<file path="config.mk">
export PLATFORM = sky130hd
export DESIGN_NAME = sj_zzdl_arb
export DESIGN_NICKNAME = d
export VERILOG_FILES = /design/src/rtl/sj_zzdl_pkg.sv /design/src/rtl/sj_zzdl_tag_pipe.sv /design/src/rtl/sj_zzdl_arb.sv
export SDC_FILE = /design/constraint.sdc
export NUM_CORES = 1
export LEC_CHECK = 0
export CAP_MARGIN = 20
export CORE_ASPECT_RATIO = 1.4
export CORE_MARGIN = 2
export CORE_UTILIZATION = 37
export CTS_CLUSTER_DIAMETER = 80
export DETAILED_ROUTE_END_ITERATION = 8
export PLACE_DENSITY = 0.82
export SKIP_CTS_REPAIR_TIMING = 1
export SYNTH_ARGS = -nofsm -noshare
export SYNTH_HDL_FRONTEND = slang
export SYNTH_HIERARCHICAL = 1
export SYNTH_SLANG_ARGS = --single-unit
</file>
<file path="constraint.sdc">
create_clock -name clk -period 2 [get_ports clk]
set_input_delay 0.3 -clock clk [delete_from_list [all_inputs] [get_ports clk]]
set_output_delay 0.3 -clock clk [all_outputs]
set_load 0.03 [all_outputs]
</file>
<file path="src/rtl/sj_zzdl_pkg.sv">
// Shared types for the sj/zzdl arbiter: FSM states, requester index and the
// in-flight beat tag.
package sj_zzdl_pkg;

    // Owner indices are sized for the largest supported requester count (8).
    localparam int SJ_MAX_NREQ = 8;
    localparam int OWNER_W     = $clog2(SJ_MAX_NREQ);

    typedef logic [OWNER_W-1:0] owner_t;

    typedef enum logic [0:0] {
        ST_IDLE  = 1'b0,
        ST_GRANT = 1'b1
    } state_t;

    typedef struct packed {
        logic   vld;
        owner_t owner;
    } tag_t;

    function automatic int min1_clog2(input int n);
        return (n > 1) ? $clog2(n) : 1;
    endfunction

endpackage

</file>
<file path="src/rtl/sj_zzdl_tag_pipe.sv">
// Owner tags travelling alongside beats inside zzdl; flags any cycle where the
// delay line output and the tag stream disagree.
module sj_zzdl_tag_pipe
    import sj_zzdl_pkg::*;
#(
    parameter int DL_LAT = 4
) (
    input  logic               clk,
    input  logic               rst,
    input  logic               in_vld,
    input  logic [OWNER_W-1:0] in_owner,
    input  logic               dl_out_vld,
    output logic               out_hit,
    output logic [OWNER_W-1:0] out_owner,
    output logic               any_vld,
    output logic               err
);

    tag_t stage_q [DL_LAT];
    tag_t stage_d [DL_LAT];
    logic err_q;
    logic err_d;

    always_comb begin
        stage_d[0] = '{vld: in_vld, owner: in_owner};
        for (int i = 1; i < DL_LAT; i++) begin
            stage_d[i] = stage_q[i-1];
        end
    end

    always_comb begin
        any_vld = 1'b0;
        for (int i = 0; i < DL_LAT; i++) begin
            any_vld = any_vld | stage_q[i].vld;
        end
    end

    // A beat with no tag, or a tag with no beat, latches err until reset.
    assign err_d     = err_q | (dl_out_vld != stage_q[DL_LAT-1].vld);
    assign out_hit   = dl_out_vld & stage_q[DL_LAT-1].vld;
    assign out_owner = stage_q[DL_LAT-1].owner;
    assign err       = err_q;

    always_ff @(posedge clk or posedge rst) begin
        if (rst) begin
            for (int i = 0; i < DL_LAT; i++) begin
                stage_q[i] <= '0;
            end
            err_q <= 1'b0;
        end else begin
            for (int i = 0; i < DL_LAT; i++) begin
                stage_q[i] <= stage_d[i];
            end
            err_q <= err_d;
        end
    end

endmodule

</file>
<file path="src/rtl/sj_zzdl_arb.sv">
// Round-robin burst arbiter sharing one zzdl delay line between NREQ sj
// requesters, routing each delayed beat back to the requester that issued it.
module sj_zzdl_arb
    import sj_zzdl_pkg::*;
#(
    parameter int NREQ      = 2,
    parameter int DW        = 32,
    parameter int DL_LAT    = 4,
    parameter int MAX_BURST = 16
) (
    input  logic               clk,
    input  logic               rst,
    input  logic               arb_en,
    input  logic [NREQ-1:0]    req_vld,
    input  logic [NREQ-1:0]    req_last,
    input  logic [NREQ*DW-1:0] req_data,
    output logic [NREQ-1:0]    req_rdy,
    output logic               dl_vld,
    output logic [DW-1:0]      dl_data,
    input  logic               dl_out_vld,
    input  logic [DW-1:0]      dl_out_data,
    output logic [NREQ-1:0]    rsp_vld,
    output logic [DW-1:0]      rsp_data,
    output logic               busy,
    output logic               err
);

    localparam int CW   = min1_clog2(MAX_BURST);
    localparam int SUMW = OWNER_W + 1;
    localparam logic [CW-1:0] CNT_LAST = CW'(MAX_BURST - 1);

    state_t        state_q, state_d;
    owner_t        owner_q, owner_d;
    owner_t        rr_q, rr_d;
    owner_t        dl_owner_q, dl_owner_d;
    logic [CW-1:0] cnt_q, cnt_d;
    logic          dl_vld_q, dl_vld_d;
    logic [DW-1:0] dl_data_q, dl_data_d;

    logic [NREQ-1:0] rot;
    logic [NREQ-1:0] acc_vec;
    logic [SUMW-1:0] win_sum;
    owner_t          win_ofs;
    owner_t          win;
    logic            win_found;
    logic            accept;
    logic            acc_last;
    logic [DW-1:0]   sel_data;
    logic            tag_hit;
    owner_t          tag_owner;
    logic            tag_any;

    // Rotate requests so bit 0 is the round-robin pointer, then pick the first.
    always_comb begin
        rot       = NREQ'({req_vld, req_vld} >> rr_q);
        win_ofs   = '0;
        win_found = 1'b0;
        for (int i = 0; i < NREQ; i++) begin
            if (!win_found && rot[i]) begin
                win_found = 1'b1;
                win_ofs   = owner_t'(i);
            end
        end
        win_sum = {1'b0, rr_q} + {1'b0, win_ofs};
        win     = (win_sum >= SUMW'(NREQ)) ? owner_t'(win_sum - SUMW'(NREQ))
                                           : owner_t'(win_sum);
    end

    for (genvar gi = 0; gi < NREQ; gi++) begin : g_req
        assign req_rdy[gi] = (state_q == ST_GRANT) && (owner_q == owner_t'(gi));
        assign rsp_vld[gi] = tag_hit && (tag_owner == owner_t'(gi));
    end

    assign acc_vec  = req_rdy & req_vld;
    assign accept   = |acc_vec;
    assign acc_last = |(acc_vec & req_last);

    always_comb begin
        sel_data = '0;
        for (int i = 0; i < NREQ; i++) begin
            if (owner_q == owner_t'(i)) begin
                sel_data = req_data[i*DW +: DW];
            end
        end
    end

    always_comb begin
        state_d = state_q;
        owner_d = owner_q;
        rr_d    = rr_q;
        cnt_d   = cnt_q;
        case (state_q)
            ST_IDLE: begin
                if (arb_en && win_found) begin
                    owner_d = win;
                    cnt_d   = '0;
                    state_d = ST_GRANT;
                end
            end
            ST_GRANT: begin
                if (accept) begin
                    if (acc_last || (cnt_q == CNT_LAST)) begin
                        rr_d    = (owner_q == owner_t'(NREQ - 1)) ? '0 : owner_q + owner_t'(1);
                        state_d = ST_IDLE;
                    end else begin
                        cnt_d = cnt_q + CW'(1);
                    end
                end
            end
            default: state_d = ST_IDLE;
        endcase
    end

    assign dl_vld_d   = accept;
    assign dl_data_d  = accept ? sel_data : dl_data_q;
    assign dl_owner_d = accept ? owner_q : dl_owner_q;

    always_ff @(posedge clk or posedge rst) begin
        if (rst) begin
            state_q    <= ST_IDLE;
            owner_q    <= '0;
            rr_q       <= '0;
            cnt_q      <= '0;
            dl_vld_q   <= 1'b0;
            dl_data_q  <= '0;
            dl_owner_q <= '0;
        end else begin
            state_q    <= state_d;
            owner_q    <= owner_d;
            rr_q       <= rr_d;
            cnt_q      <= cnt_d;
            dl_vld_q   <= dl_vld_d;
            dl_data_q  <= dl_data_d;
            dl_owner_q <= dl_owner_d;
        end
    end

    // Stage 0 captures dl_vld on the same edge zzdl samples it.
    sj_zzdl_tag_pipe #(
        .DL_LAT (DL_LAT)
    ) u_tag_pipe (
        .clk        (clk),
        .rst        (rst),
        .in_vld     (dl_vld_q),
        .in_owner   (dl_owner_q),
        .dl_out_vld (dl_out_vld),
        .out_hit    (tag_hit),
        .out_owner  (tag_owner),
        .any_vld    (tag_any),
        .err        (err)
    );

    assign dl_vld   = dl_vld_q;
    assign dl_data  = dl_data_q;
    assign rsp_data = dl_out_data;
    assign busy     = (state_q == ST_GRANT) || tag_any;

endmodule

</file>
After elaboration in Yosys (flattened, before gate mapping)
Index checks and enable logic that the tools add are counted.
W data, S select, Z words.
Storage, ports and cells
  register bits: 64
  logic and storage cells: 68
Cells by class
  equality and inequality tests: 7
  multiplexer cells: 15
  order comparisons: 1
  shift operators: 1
  add/sub/neg operators: 4
  bitwise gates (word level): 8
  reduce and logical (&&, ||, !) cells: 16
Operator list (count)
  $mux W32: 2
  $mux W4: 3
  $pmux W4 S2: 1
  $eq A3 B1 Y1 const B: 2
  $logic_and A1 B1 Y1: 6
  $logic_not A3 Y1: 2
  $mux W1: 6
  $mux W3: 2
  $reduce_and A3 Y1: 2
  $add A3 B1 Y4: 1
  $add A4 B1 Y4 const B: 1
  $and A2 B2 Y2: 2
  $eq A4 B4 Y1 const B: 1
  $ge A4 B2 Y1 const B: 1
  $ne A2 B2 Y1 const B: 2
  $or A1 B1 Y1: 4
  $reduce_or A2 Y1: 2
  $shr A4 B3 Y2: 1
  $add A3 B1 Y3 const B: 1
  $sub A3 B2 Y3 const B: 1
  $logic_or A1 B1 Y1: 2
  $ne A2 B1 Y1 const B: 1
  $pmux W1 S2: 1
  $reduce_and A2 Y1: 1
  other kinds (4): 4

Longest topological paths before layout
Gate-level depths: netlist of the first run.
  depth in word-level cells: 9
  gate-level depth with buffers: 9

Modules after synthesis
Netlist of the first run, hierarchy kept.
By module, submodules not included
  sj_zzdl_arb: sequential area each 1176.1 um2, area each 2403.6 um2, cells each 246, times used 1
  sj_zzdl_tag_pipe: sequential area each 425.4 um2, area each 478.0 um2, cells each 24, times used 1

Least setup slack after synthesis of the first run
OpenSTA, ideal clock, no wires.
  path type: register to output
  start: register u_tag_pipe.stage_q (netlist bit u_tag_pipe/out_owner[1])
  end: output rsp_vld[0]
  data required time: 1.700 ns
  data arrival time: 1.539 ns
  path slack: 0.161 ns
  stages on the path, launching flop included: 3
  cell sequence: dfrtp_1 buf_4 nor4b_1
On the way
  cells in the longest elaborated chain, start to end: 2
RTL lines
  start: declaration: line sj_zzdl_tag_pipe.sv:19  | tag_t stage_q [DL_LAT];
  start signal: indexed assignment: line sj_zzdl_tag_pipe.sv:52  | stage_q[i] <= stage_d[i];
  $logic_not A3 Y1: line sj_zzdl_arb.sv:71  | assign rsp_vld[gi] = tag_hit && (tag_owner == owner_t'(gi));
  $logic_and A1 B1 Y1: line sj_zzdl_arb.sv:71
  end: declaration: line sj_zzdl_arb.sv:22  | output logic [NREQ-1:0] rsp_vld,
Every way passes these cells.

Worst setup path after layout of the first run
  start: register u_tag_pipe/stage_q[3] (netlist bit)
  end: output busy
On the way
  cells in the longest elaborated chain, start to end: 2
RTL lines
  $or A1 B1 Y1: line sj_zzdl_tag_pipe.sv:34  | any_vld = any_vld | stage_q[i].vld;
  net tag_any: line sj_zzdl_arb.sv:51  | logic tag_any;
  $logic_or A1 B1 Y1: line sj_zzdl_arb.sv:156  | assign busy = (state_q == ST_GRANT) || tag_any;
  end: declaration: line sj_zzdl_arb.sv:24  | output logic busy,
The timed path passes the listed nets, and every way through them passes these cells.

==> results of run 1 <==
==> flip-flops by register name, summed over array words and instances (netlist names) <==
register / cells
u_tag_pipe/stage_d: 12
u_tag_pipe/err: 1
dl_owner_q: 3
u_tag_pipe/out_owner: 3
u_tag_pipe/stage_q: 1
cnt_q: 4
owner_q: 3
dl_data: 32
dl_vld: 1
rr_q: 3
state_q: 1
==> area by class of cell <==
type	count	area, µm²
inverters	5	18.8
multi-input cells	152	941
clock inverters	2	35.0
fillers	694	3570
well taps	100	125
clock buffers	14	183
repair buffers	120	1180
flip-flops and latches	64	1600
==> worst max-delay path: stages, from the launching register on <==
cell	delay, ns
dfrtp_1	0.37
or4_1	0.49
or2_2	0.27
buf_2	0.18
==> through the flow <==
stage / cells / total power [mW] / setup TNS (ns) / instance area, µm²
after floorplan: 270 / 3.94 / 0 / 2880
after global placement: 441 / 5.00 / -0.0157 / 3870
after detailed placement: 441 / 5.08 / -0.122 / 3870
after CTS: 457 / 6.30 / -0.512 / 4090
after global routing: 457 / 6.61 / -0.00791 / 4080
final: 457 / 6.21 / 0 / 4080
==> worst paths after layout <==
path | endpoint | depth (start not counted)
worst max-delay path | busy | 3
worst min-delay path | dl_owner_q[1] | 2
worst max register to register | owner_q[1] | 7
worst min register to register | u_tag_pipe/stage_d[2] | 0
max in group asynchronous | dl_data[12] | 3
min in group clk | u_tag_pipe/stage_d[2] | 0
==> where the power goes <==
group | switching [mW] | internal (mW)
registers | 0.275 | 1.77
logic | 1.70 | 1.27
clock network | 0.482 | 0.711
total | 2.46 | 3.75
==> per-layer routing <==
metal | part of all wire, % | GRT usage (%) | vias to the layer above
met2 | 52 | 30.7 | 80
li1 | - | - | 1079
met3 | 8.0 | 5.68 | 35
met5 | 0 | 0 | -
met1 | 35 | 17.1 | 1086
met4 | 5.1 | 14.0 | 0
==> kinds of logic after synthesis <==
logic type	Yosys count	synth area share (%)
adders and majority gates	4	1.74
DFF	64	55.6
buffers and inverters	54	11.9
and+or+nand+nor	64	11.2
muxes	4	1.65
AOI/OAI and AO/OA	79	17.6
xor gates and xnor gates	1	0.304
==> layout by cell type, fill, tap and decap left out, types with 2 or more instances in the layout <==
master	instances
a21boi_0	2
a22o_1	3
a22oi_1	32
and2_1	6
and3_1	2
buf_4	12
clkbuf_8	13
clkdlybuf4s50_1	105
dfrtp_1	64
ha_1	4
inv_1	4
mux2_2	2
nand2_1	36
nand3_1	3
nor2_1	3
nor2b_1	2
nor4b_1	3
o21ai_0	31
o21ai_1	5
or2_2	2
==> flow_summary.json, run 1 <==
{
  "detail_route.wl_per_cell_um": 15.9,
  "dr.first_iter.drc_count": 110,
  "clk_path_buf_depth": 2,
  "drv_slew": 0,
  "viasPerCell": 4.99,
  "ys.flop_type": "dfrtp_1",
  "cts.sinks": 64,
  "cts_tree": "built",
  "numCtsBuffers": 9,
  "num_vias": 2280,
  "synth_seq_cells": 64,
  "clk_latency_ns": 0.34,
  "crit_required_ns": 1.70,
  "cp_max_fo": 2,
  "port_buffers": 110,
  "drc": 0,
  "synth_nets": 378,
  "setup_viol": 0,
  "final.setup_skew_ns": 0.0119,
  "max_freq_ghz": 0.514,
  "ys_types": 35,
  "pre_cts_ws_ns": -0.0687,
  "p_per_area_mw_per_mm2": 1520,
  "synth-edff-count": 0,
  "drive_gt1_share_pct": 10.6,
  "grt_overflow": 0,
  "grt_max_degree": 54,
  "timing.final.crit_share_pct": 97.3,
  "irDropWorstVdd_v": 0.000748,
  "postSynthCellCount": 270,
  "synthTopCellsByCount": "64 x dfrtp_1, 36 x nand2_1, 35 x buf_4",
  "cts_root_buffer": "clkbuf_8",
  "initial_core_util_pct": 37.6,
  "crit_type": "reg -> out",
  "first_pass_iters": 5,
  "holdWs_ns": 0.327,
  "hold_viol_final": 0,
  "nets": 460,
  "n_antenna_cell": 0,
  "timing.rr.start": "rr_q[0]",
  "place.gp.congestion": 0.831,
  "grt_pass1_wl_um": 11200,
  "htree_levels": 3,
  "row_count": 38,
  "final_core_util_pct": 53.3,
  "netlist.area_leader.share_pct": 55.6,
  "worstHoldPathType": "in -> async",
  "grt_pass1_vias": 2316,
  "rsz0062_at_grt": "yes",
  "netlist_area_mm2": 0.00288,
  "synth-warning-count": 6,
  "cp_data_arrival_time_ns": 1.65,
  "synth_most_common_cell": "dfrtp_1",
  "yosysTopAreaCell": "dfrtp_1",
  "syn_avg_cell_area_um2": 10.7,
  "cap_violations": 0,
  "ant_nets": 0,
  "place.detailed.hpwl_um": 5590,
  "end_kind": "primary output",
  "clk_pin_slew_ns": 0.08,
  "cp-startpoint": "u_tag_pipe/stage_q[3]",
  "worstMarginPinSlew_ns": 0.603,
  "die_h_um": 108,
  "setup_slack_ns": 0.0543,
  "crit_path_start_kind": "register",
  "reg2reg_setup_slack_ns": 0.27,
  "ios": 175,
  "floorplan.die_area_mm2": 0.00852,
  "slew_headroom_pct": 59.8,
  "status": "finished, final reports clean",
  "die_x_um": 78.6,
  "area_delta_synth_final_pct": 41.7,
  "synth.area.top_cells": "dfrtp_1 56%, buf_4 9.1%, a22oi_1 8.3%",
  "wl_um": 7280,
  "antenna_found_initial": 0,
  "grt_usage_pct": 17.7,
  "period_needed_ns": 1.95,
  "ys_seq_area_share_pct": 55.6,
  "coreArea_mm2": 0.00765,
  "power_leakage_nw": 1.79,
  "synthArstFlopShare_pct": 100
}
Power figures use the tool's default switching activity.
==> run 2, diff against run 1 <==
- SKIP_LAST_GASP: unset -> 1
==> run 2 against run 1 <==
Compared with the run above:
- the run now ends with setup timing left
- fmax decreased by 3.1%
- first-iteration DRC count did not move
- global-route usage unchanged
- sequential power about the same
- die area unchanged
- total power about the same
- hold slack better by 0.0016 ns
- utilization up 0.098 points
- sequential cell count is the same
- critical path depth unchanged
- critical endpoint unchanged
- largest power group unchanged
==> flow_summary.json, run 2 (synthesis gave the netlist of run 1 again) <==
{
  "status": "finished, violations left",
  "violations": "setup timing",
  "irDropWorstVdd_v": 0.000750,
  "place.gp.congestion": 0.831,
  "port_buffers": 110,
  "die_h_um": 108,
  "cp_data_arrival_time_ns": 1.71,
  "clk_path_buf_depth": 2,
  "detail_route.wl_per_cell_um": 15.9,
  "n_antenna_cell": 0,
  "num_vias": 2283,
  "drive_gt1_share_pct": 10.4,
  "final_common_cell": "clkdlybuf4s50_1",
  "ios": 175,
  "final_core_util_pct": 53.4,
  "cts_root_buffer": "clkbuf_8",
  "wl_um": 7270,
  "viasPerCell": 5.00,
  "placed_cells": 441,
  "power_leakage_nw": 1.80,
  "cp_max_fo": 2,
  "p_per_area_mw_per_mm2": 1520,
  "setup_slack_ns": -0.00849,
  "first_pass_iters": 4,
  "period_needed_ns": 2.01,
  "row_count": 38,
  "seqCellArea_mm2": 0.00160,
  "cts_tree": "built",
  "antenna_found_initial": 0,
  "fin_cells": 457,
  "rsz0062_at_grt": "yes",
  "worstHoldPathType": "in -> async",
  "final_cell_mix": "105 x clkdlybuf4s50_1, 64 x dfrtp_1, 36 x nand2_1, 32 x a22oi_1, 31 x o21ai_0",
  "numCtsBuffers": 9,
  "crit_required_ns": 1.70,
  "grt_overflow": 0,
  "drc": 0,
  "worstMarginPinSlew_ns": 0.603,
  "coreArea_mm2": 0.00765,
  "setup_viol": 1,
  "cap_violations": 0,
  "grt_usage_pct": 17.7,
  "drv_slew": 0,
  "area_delta_synth_final_pct": 41.9,
  "hold_viol_final": 0,
  "timing.final.crit_share_pct": 100,
  "filler_cell_count": 694,
  "holdWs_ns": 0.329,
  "die_x_um": 78.6,
  "dr.first_iter.drc_count": 110,
  "crit_path_start_kind": "register",
  "slew_headroom_pct": 59.8,
  "floorplan.die_area_mm2": 0.00852,
  "final.setup_skew_ns": 0.0106,
  "grt_pass1_wl_um": 11200,
  "htree_levels": 3,
  "clk_latency_ns": 0.34,
  "grt_max_degree": 54,
  "nets": 460,
  "initial_core_util_pct": 37.6,
  "clk_pin_slew_ns": 0.07,
  "end_kind": "primary output",
  "crit_type": "reg -> out",
  "ant_nets": 0,
  "max_freq_ghz": 0.498,
  "grt_pass1_vias": 2316,
  "power.total_mw": 6.21,
  "cts.sinks": 64,
  "multi_input_area_um2": 941,
  "largest_register_ffs": 32,
  "place.detailed.hpwl_um": 5590
}
[run 2: cell types whose count changed in the layout (fill, tap and decap cells not counted)]
| cell | previous run | this run |
|---|---|---|
| buf_2 | 1 | 0 |
| dlymetal6s2s_1 | 1 | 2 |
[run 2: worst paths after layout]
check                      slack [ns]  depth (start not counted)                    end             startpoint
max                            -0.008                          3                   busy  u_tag_pipe/stage_q[3]
min                              0.33                          2          dl_owner_q[1]                    rst
max reg2reg                      0.27                          9             owner_q[1]                rr_q[0]
min reg2reg                      0.35                          0  u_tag_pipe/stage_d[2]  u_tag_pipe/stage_d[6]
max in group asynchronous        1.03                          3            dl_data[12]                    rst
min in group clk                 0.35                          0  u_tag_pipe/stage_d[2]  u_tag_pipe/stage_d[6]
[run 2: final cells by class]
cell class,count,share of cell area (%)
Sequential cell,64,39.2
Clock buffer,14,4.47
Multi-Input combinational cell,152,23.0
Inverter,5,0.459
Tap cell,100,3.06
Timing Repair Buffer,120,29.0
Clock inverter,2,0.857
[run 2: through the flow]
stage	instance area (µm²)	setup slack [ns]	TNS (ns)
5_1_grt	4090	-0.0788	-0.0788
3_3_place_gp	3870	-0.0157	-0.0157
3_5_place_dp	3870	-0.0687	-0.122
2_1_floorplan	2880	0.161	0
4_1_cts	4090	-0.385	-0.512
6_report	4090	-0.00849	-0.00849
[run 2: per-layer routing]
layer | global-route usage, % | part of all wire [%] | wire length, µm
met1 | 17.1 | 34 | 2500
met2 | 30.7 | 52 | 3800
met4 | 14.0 | 5.1 | 368
met5 | 0 | 0 | 0
met3 | 5.68 | 8.3 | 606
[run 2: report_power, final]
part | internal [mW] | switching [mW]
clock network | 0.711 | 0.480
logic | 1.27 | 1.70
registers | 1.77 | 0.275
[run 2: worst max-delay path: stages (launching register included)]
cell and delay, ns:
dfrtp_1 0.37, or4_1 0.49, or2_2 0.27, dlymetal6s2s_1 0.24
==> run 3, diff against run 2 <==
- CORE_UTILIZATION: 37 -> 34
- HOLD_SLACK_MARGIN: unset -> 0.1
- PLACE_DENSITY: 0.82 -> 0.79
- clock period: 2 -> 1.62 ns (I/O delays scaled with it)
==> run 3 against run 2 <==
Compared with the run above:
- combinational power grew 32%
- first-iteration DRC count fell by 7.3%
- the flow still finishes with violations (setup timing)
- register-to-register slack worse by 0.28 ns
- non-clock buffer count grew 11
- largest power group unchanged
==> flow_summary.json, run 3 (synthesis gave the netlist of run 1 again) <==
{
  "top_layer": "met4",
  "drive_gt1_share_pct": 16.3,
  "htree_levels": 3,
  "numCtsBuffers": 9,
  "seq_power_share_pct": 29.8,
  "postLayoutCellArea_mm2": 0.00447,
  "row_count": 39,
  "max_freq_ghz": 0.551,
  "p_clk_share_pct": 23.9,
  "fin_cells": 470,
  "r2r-end": "owner_q[1]",
  "power.share.combinational_pct": 46.2,
  "ant_nets": 0,
  "end_kind": "primary output",
  "final_cell_mix": "74 x clkdlybuf4s50_1, 63 x dfrtp_1, 36 x nand2_1, 32 x a22oi_1, 31 x dlymetal6s2s_1",
  "drv_slew": 0,
  "rsz0062_at_grt": "yes",
  "dpl_cell_area_mm2": 0.00395,
  "reg2reg_depth": 8,
  "cts_root_buffer": "clkbuf_16",
  "floorplan.die_area_mm2": 0.00924,
  "clk_pin_slew_ns": 0.05,
  "timing.rr.start": "rr_q[1]",
  "cp_max_fo": 2,
  "setup_viol": 3,
  "irDropWorstVdd_v": 0.00107,
  "reg2reg_setup_slack_ns": -0.01,
  "grt_pass1_wl_um": 11500,
  "coreArea_mm2": 0.00820,
  "worstHoldPathType": "in -> async",
  "area_delta_synth_final_pct": 55.1,
  "violations": "setup timing",
  "viasPerCell": 4.94,
  "largest_register_ffs": 32,
  "clk_path_buf_depth": 2,
  "crit_type": "reg -> out",
  "status": "finished, violations left",
  "grt_pass1_vias": 2438,
  "crit_chain": "or4_1, or2_4, buf_6",
  "antenna_found_initial": 0,
  "holdWs_ns": 0.313,
  "p_per_area_mw_per_mm2": 1900,
  "cts.sinks": 64,
  "wl_met1_um": 2650,
  "grt_overflow": 0,
  "first_pass_iters": 4,
  "dr_wl_met3_um": 586,
  "worstMarginPinSlew_ns": 0.587,
  "swShare_pct": 37.2,
  "power.total_mw": 8.47,
  "placed_cells": 451,
  "crit_required_ns": 1.38,
  "ios": 175,
  "place.detailed.hpwl_um": 5630,
  "p_sw_mw": 3.15,
  "num_vias": 2320,
  "pre_cts_ws_ns": -0.346,
  "grt_max_degree": 48,
  "period_needed_ns": 1.82,
  "detail_route.wl_per_cell_um": 16.0,
  "hold_viol_final": 0,
  "clk_latency_ns": 0.33,
  "die_x_um": 81.8,
  "drc": 0,
  "power_leakage_nw": 2.27,
  "cp.buffers_inverters": 1,
  "place.gp.congestion": 0.786,
  "port_buffers": 110,
  "dr.first_iter.drc_count": 102,
  "final.setup_skew_ns": 0.00290,
  "nets": 471,
  "cts_tree": "built",
  "n_antenna_cell": 0,
  "initial_core_util_pct": 35.1,
  "slowest_delay_ns": 0.51,
  "p_int_mw": 5.32,
  "wl_um": 7540,
  "final_core_util_pct": 54.5,
  "cp_data_arrival_time_ns": 1.57,
  "wl_met2_um": 4030,
  "cap_violations": 0,
  "die_h_um": 113,
  "crit_family": "simple AND/OR/NAND/NOR gates",
  "setup_slack_ns": -0.196,
  "final_common_cell": "clkdlybuf4s50_1",
  "slew_headroom_pct": 60.8,
  "timing.final.crit_share_pct": 112,
  "critPathSlowestCell": "or4_1",
  "tns_ns": -0.224,
  "grt_usage_pct": 16.8,
  "crit_path_start_kind": "register"
}
run 3: power by group through the flow:
stage          logic (mW)  clock network, mW  registers (mW)
2_1_floorplan        1.60                  0            3.28
3_3_place_gp         3.73                  0            2.52
3_5_place_dp         3.82                  0            2.56
4_1_cts              3.83               2.08            2.54
5_1_grt              4.25               2.17            2.60
6_report             3.92               2.03            2.53
run 3: per-layer routing:
metal / global-route usage [%] / vias to the layer above
met1: 16.8 / 1095
met2: 29.0 / 87
met3: 5.90 / 38
met4: 10.2 / 0
met5: 0 / -
li1: - / 1100
run 3: worst max-delay path by stage:
stage	startpoint	endpoint	slack (ns)	cells past startpoint
floorplan	owner_q[0]	req_rdy[0]	0.01	3
detailed placement	req_vld[0]	owner_q[1]	-0.35	7
global route	u_tag_pipe/stage_d[7]	busy	-0.25	3
finish	u_tag_pipe/stage_q[3]	busy	-0.20	3
CTS	u_tag_pipe/stage_q[3]	busy	-0.70	3
global placement	u_tag_pipe/stage_q[3]	busy	-0.34	3
run 3: tightest hold or removal path: stages:
cell and delay (ns):
clkdlybuf4s50_1 0.43, inv_2 0.08, buf_12 0.26
run 3: final cells by class:
type | count | area [µm²]
Fill cell | 716 | 3730
Sequential cell | 64 | 1600
Timing Repair Buffer | 131 | 1370
Multi-Input combinational cell | 152 | 1030
Clock buffer | 13 | 250
Tap cell | 102 | 128
Clock inverter | 3 | 65.1
Inverter | 5 | 18.8
==> patch, RTL diff (config.mk and constraints of run 2) <==
Change the parameter `MAX_BURST` from 16 to 17.
--- a/src/rtl/sj_zzdl_arb.sv
+++ b/src/rtl/sj_zzdl_arb.sv
@@ -7,5 +7,5 @@
     parameter int DW        = 32,
     parameter int DL_LAT    = 4,
-    parameter int MAX_BURST = 16
+    parameter int MAX_BURST = 17
 ) (
     input  logic               clk,
Formal check against the unedited RTL: no difference found for any inputs over 10 cycles, from zero or initial values and one cycle with rst high; that may be too few to reach the edited logic, so the function may still have changed.
==> patch against run 2 <==
- the flow still finishes with violations (setup timing)
- final area rose by 9.8%
- wire length fell by 4.4%
- global-route usage fell by 1.4 points
- sequential cell count rose by 1
- worst setup slack got worse by 0.016 ns
- maximum frequency fell by 0.78%
- total power rose by 13%
- area after synthesis rose by 8.4%
- critical path type unchanged
- largest power group unchanged
==> patch: results (changes against run 2) <==
Hold Vio Cnt, Final = 0 (unchanged)
CP max FO = 2 (unchanged)
Fillers = 727 (was 694)
Global-route wire length before repair = 11500 microns (was 11200 microns)
Initial antenna violation count = 0 (unchanged)
Sequential cell area fraction in the yosys report = 52.1% (was 55.6%)
Vias in the first global route = 2546 (was 2316)
Hold Crit Class = primary input to asynchronous set/reset pin (unchanged)
Max Root-Sink Buffers = 2 (unchanged)
Hold slack = 0.321 ns (was 0.329 ns)
Share of cells above drive strength 1 = 11.4% (was 10.4%)
Adder-cell share of the synthesized area = 1.20% (was 1.74%)
Largest net degree at the start of global routing = 42 (was 54)
Async SR Flop Fraction = 100% (unchanged)
Placed cells = 454 (was 441)
Clk pin slew, worst setup/hold paths = 0.06 ns
Post-synth cell types = 38 (was 35)
Vias per cell = 5.03 (was 5.00)
Worst R2R Setup Slack = 0.30 ns (was 0.27 ns)
Violated checks = setup timing (unchanged)
Leakage = 2.05 nW (was 1.80 nW)
GRT Total Usage = 16.3% (was 17.7%)
Main flop type after synthesis = dfrtp_1 (unchanged)
Crit path DAT = 1.72 ns
Compound-Gate Fraction of Synth Area = 11.9% (was 17.6%)
Input/output buffers = 110 (unchanged)
Fin worst setup slack = -0.0244 ns (was -0.00849 ns)
Initial detailed-routing violation count = 88 (was 110)
Clock Latency Late Sink = 0.32 ns (was 0.34 ns)
Largest register FFs = 32 (unchanged)
Status = complete, but fails checks (unchanged)
HPWL Detailed = 5120 microns (was 5590 microns)
H-Tree Depth = 3 (unchanged)
Fraction of synthesized cell area in xor and xnor cells = 0% (was 0.304%)
Synth Warn # = 6 (unchanged)
WL/cell = 14.8 microns (was 15.9 microns)
Synthesized net count = 390 (was 378)
GPL Wtd Cong = 0.757 (was 0.831)
Grt ovf = 0 (unchanged)
Ranking of synthesized cells by area = dfrtp_1, mux2i_1, buf_4 (was dfrtp_1, buf_4, a22oi_1)
Layout net count = 470 (was 460)
Post-synthesis mux area share = 12.0% (was 1.65%)
Clock Skews = 0.00612 ns (was 0.0106 ns)
Peak VDD IR = 0.919 mV (was 0.750 mV)
CTS Buf Count = 9 (unchanged)
Clock Tree Root = clkbuf_16 (was clkbuf_8)
# setup viols final = 1 (unchanged)
Synth cell count leaders = dfrtp_1, buf_4, nand2_1 (was dfrtp_1, nand2_1, buf_4)
Routed Wire Length = 6950 microns (was 7270 microns)
Pre-antenna DRT Iters = 4 (unchanged)
Ant diodes = 0 (unchanged)
Syn_area_per_cell = 11.0 sq um (was 10.7 sq um)
Relative slew slack = 58.4% (was 59.8%)
## patch: cell type report
class / instances / share of cell area (%)
multi-input cells: 159 / 25.4
flip-flops and latches: 65 / 36.2
clock inverters: 7 / 2.79
clock buffers: 9 / 5.02
well taps: 102 / 2.84
repair buffers: 120 / 27.1
inverters: 8 / 0.669
## patch: kinds of logic after synthesis
family / after synthesis
compound gates: 51
fa+ha+maj: 3
buf+inv: 59
flops: 65
mux: 37
simple gates: 68
## patch: worst max-delay path, stage by stage (launching register included)
cell            delay (ns)
dfrtp_1               0.38
or4_1                 0.52
or2_2                 0.27
dlymetal6s2s_1        0.24
## patch: power breakdown
part | switching (mW) | total (mW) | internal [mW]
clock | 0.574 | 1.80 | 1.23
sequential | 0.305 | 2.11 | 1.81
combinational | 1.69 | 3.09 | 1.39
## patch: worst paths after layout
kind	cells past startpoint	endpoint	from
hold / removal	2	dl_owner_q[2]	rst
max in group asynchronous	2	u_tag_pipe/stage_q[3]	rst
min in group clk	0	u_tag_pipe/out_owner[1]	u_tag_pipe/stage_d[1]
setup reg to reg	4	cnt_q[3]	owner_q[0]
hold reg to reg	0	u_tag_pipe/out_owner[1]	u_tag_pipe/stage_d[1]
setup / recovery	3	busy	u_tag_pipe/stage_q[3]
## patch: routing by layer
metal  routed length (microns)  track usage (%)  share of wire (%)  vias up
met4                       213             8.33                3.1        0
met2                      3600             28.3                 52       90
li1                          -                -                  -     1116
met5                         0                0                  0        -
met3                       518             5.26                7.5       27
met1                      2620             17.2                 38     1132
## patch: metrics by stage
stage	setup TNS (ns)	cell area, sq um	utilization (%)	setup WS [ns]	power, mW
finish	-0.0244	4490	54.8	-0.0244	7.00
global route	-0.0899	4490	54.8	-0.0899	7.43
CTS	-0.721	4480	54.7	-0.403	7.11
detailed placement	-0.0411	4130	50.4	-0.0411	5.26
floorplan	0	3120	-	0.161	4.14
global placement	-0.0383	4130	50.4	-0.0383	5.18
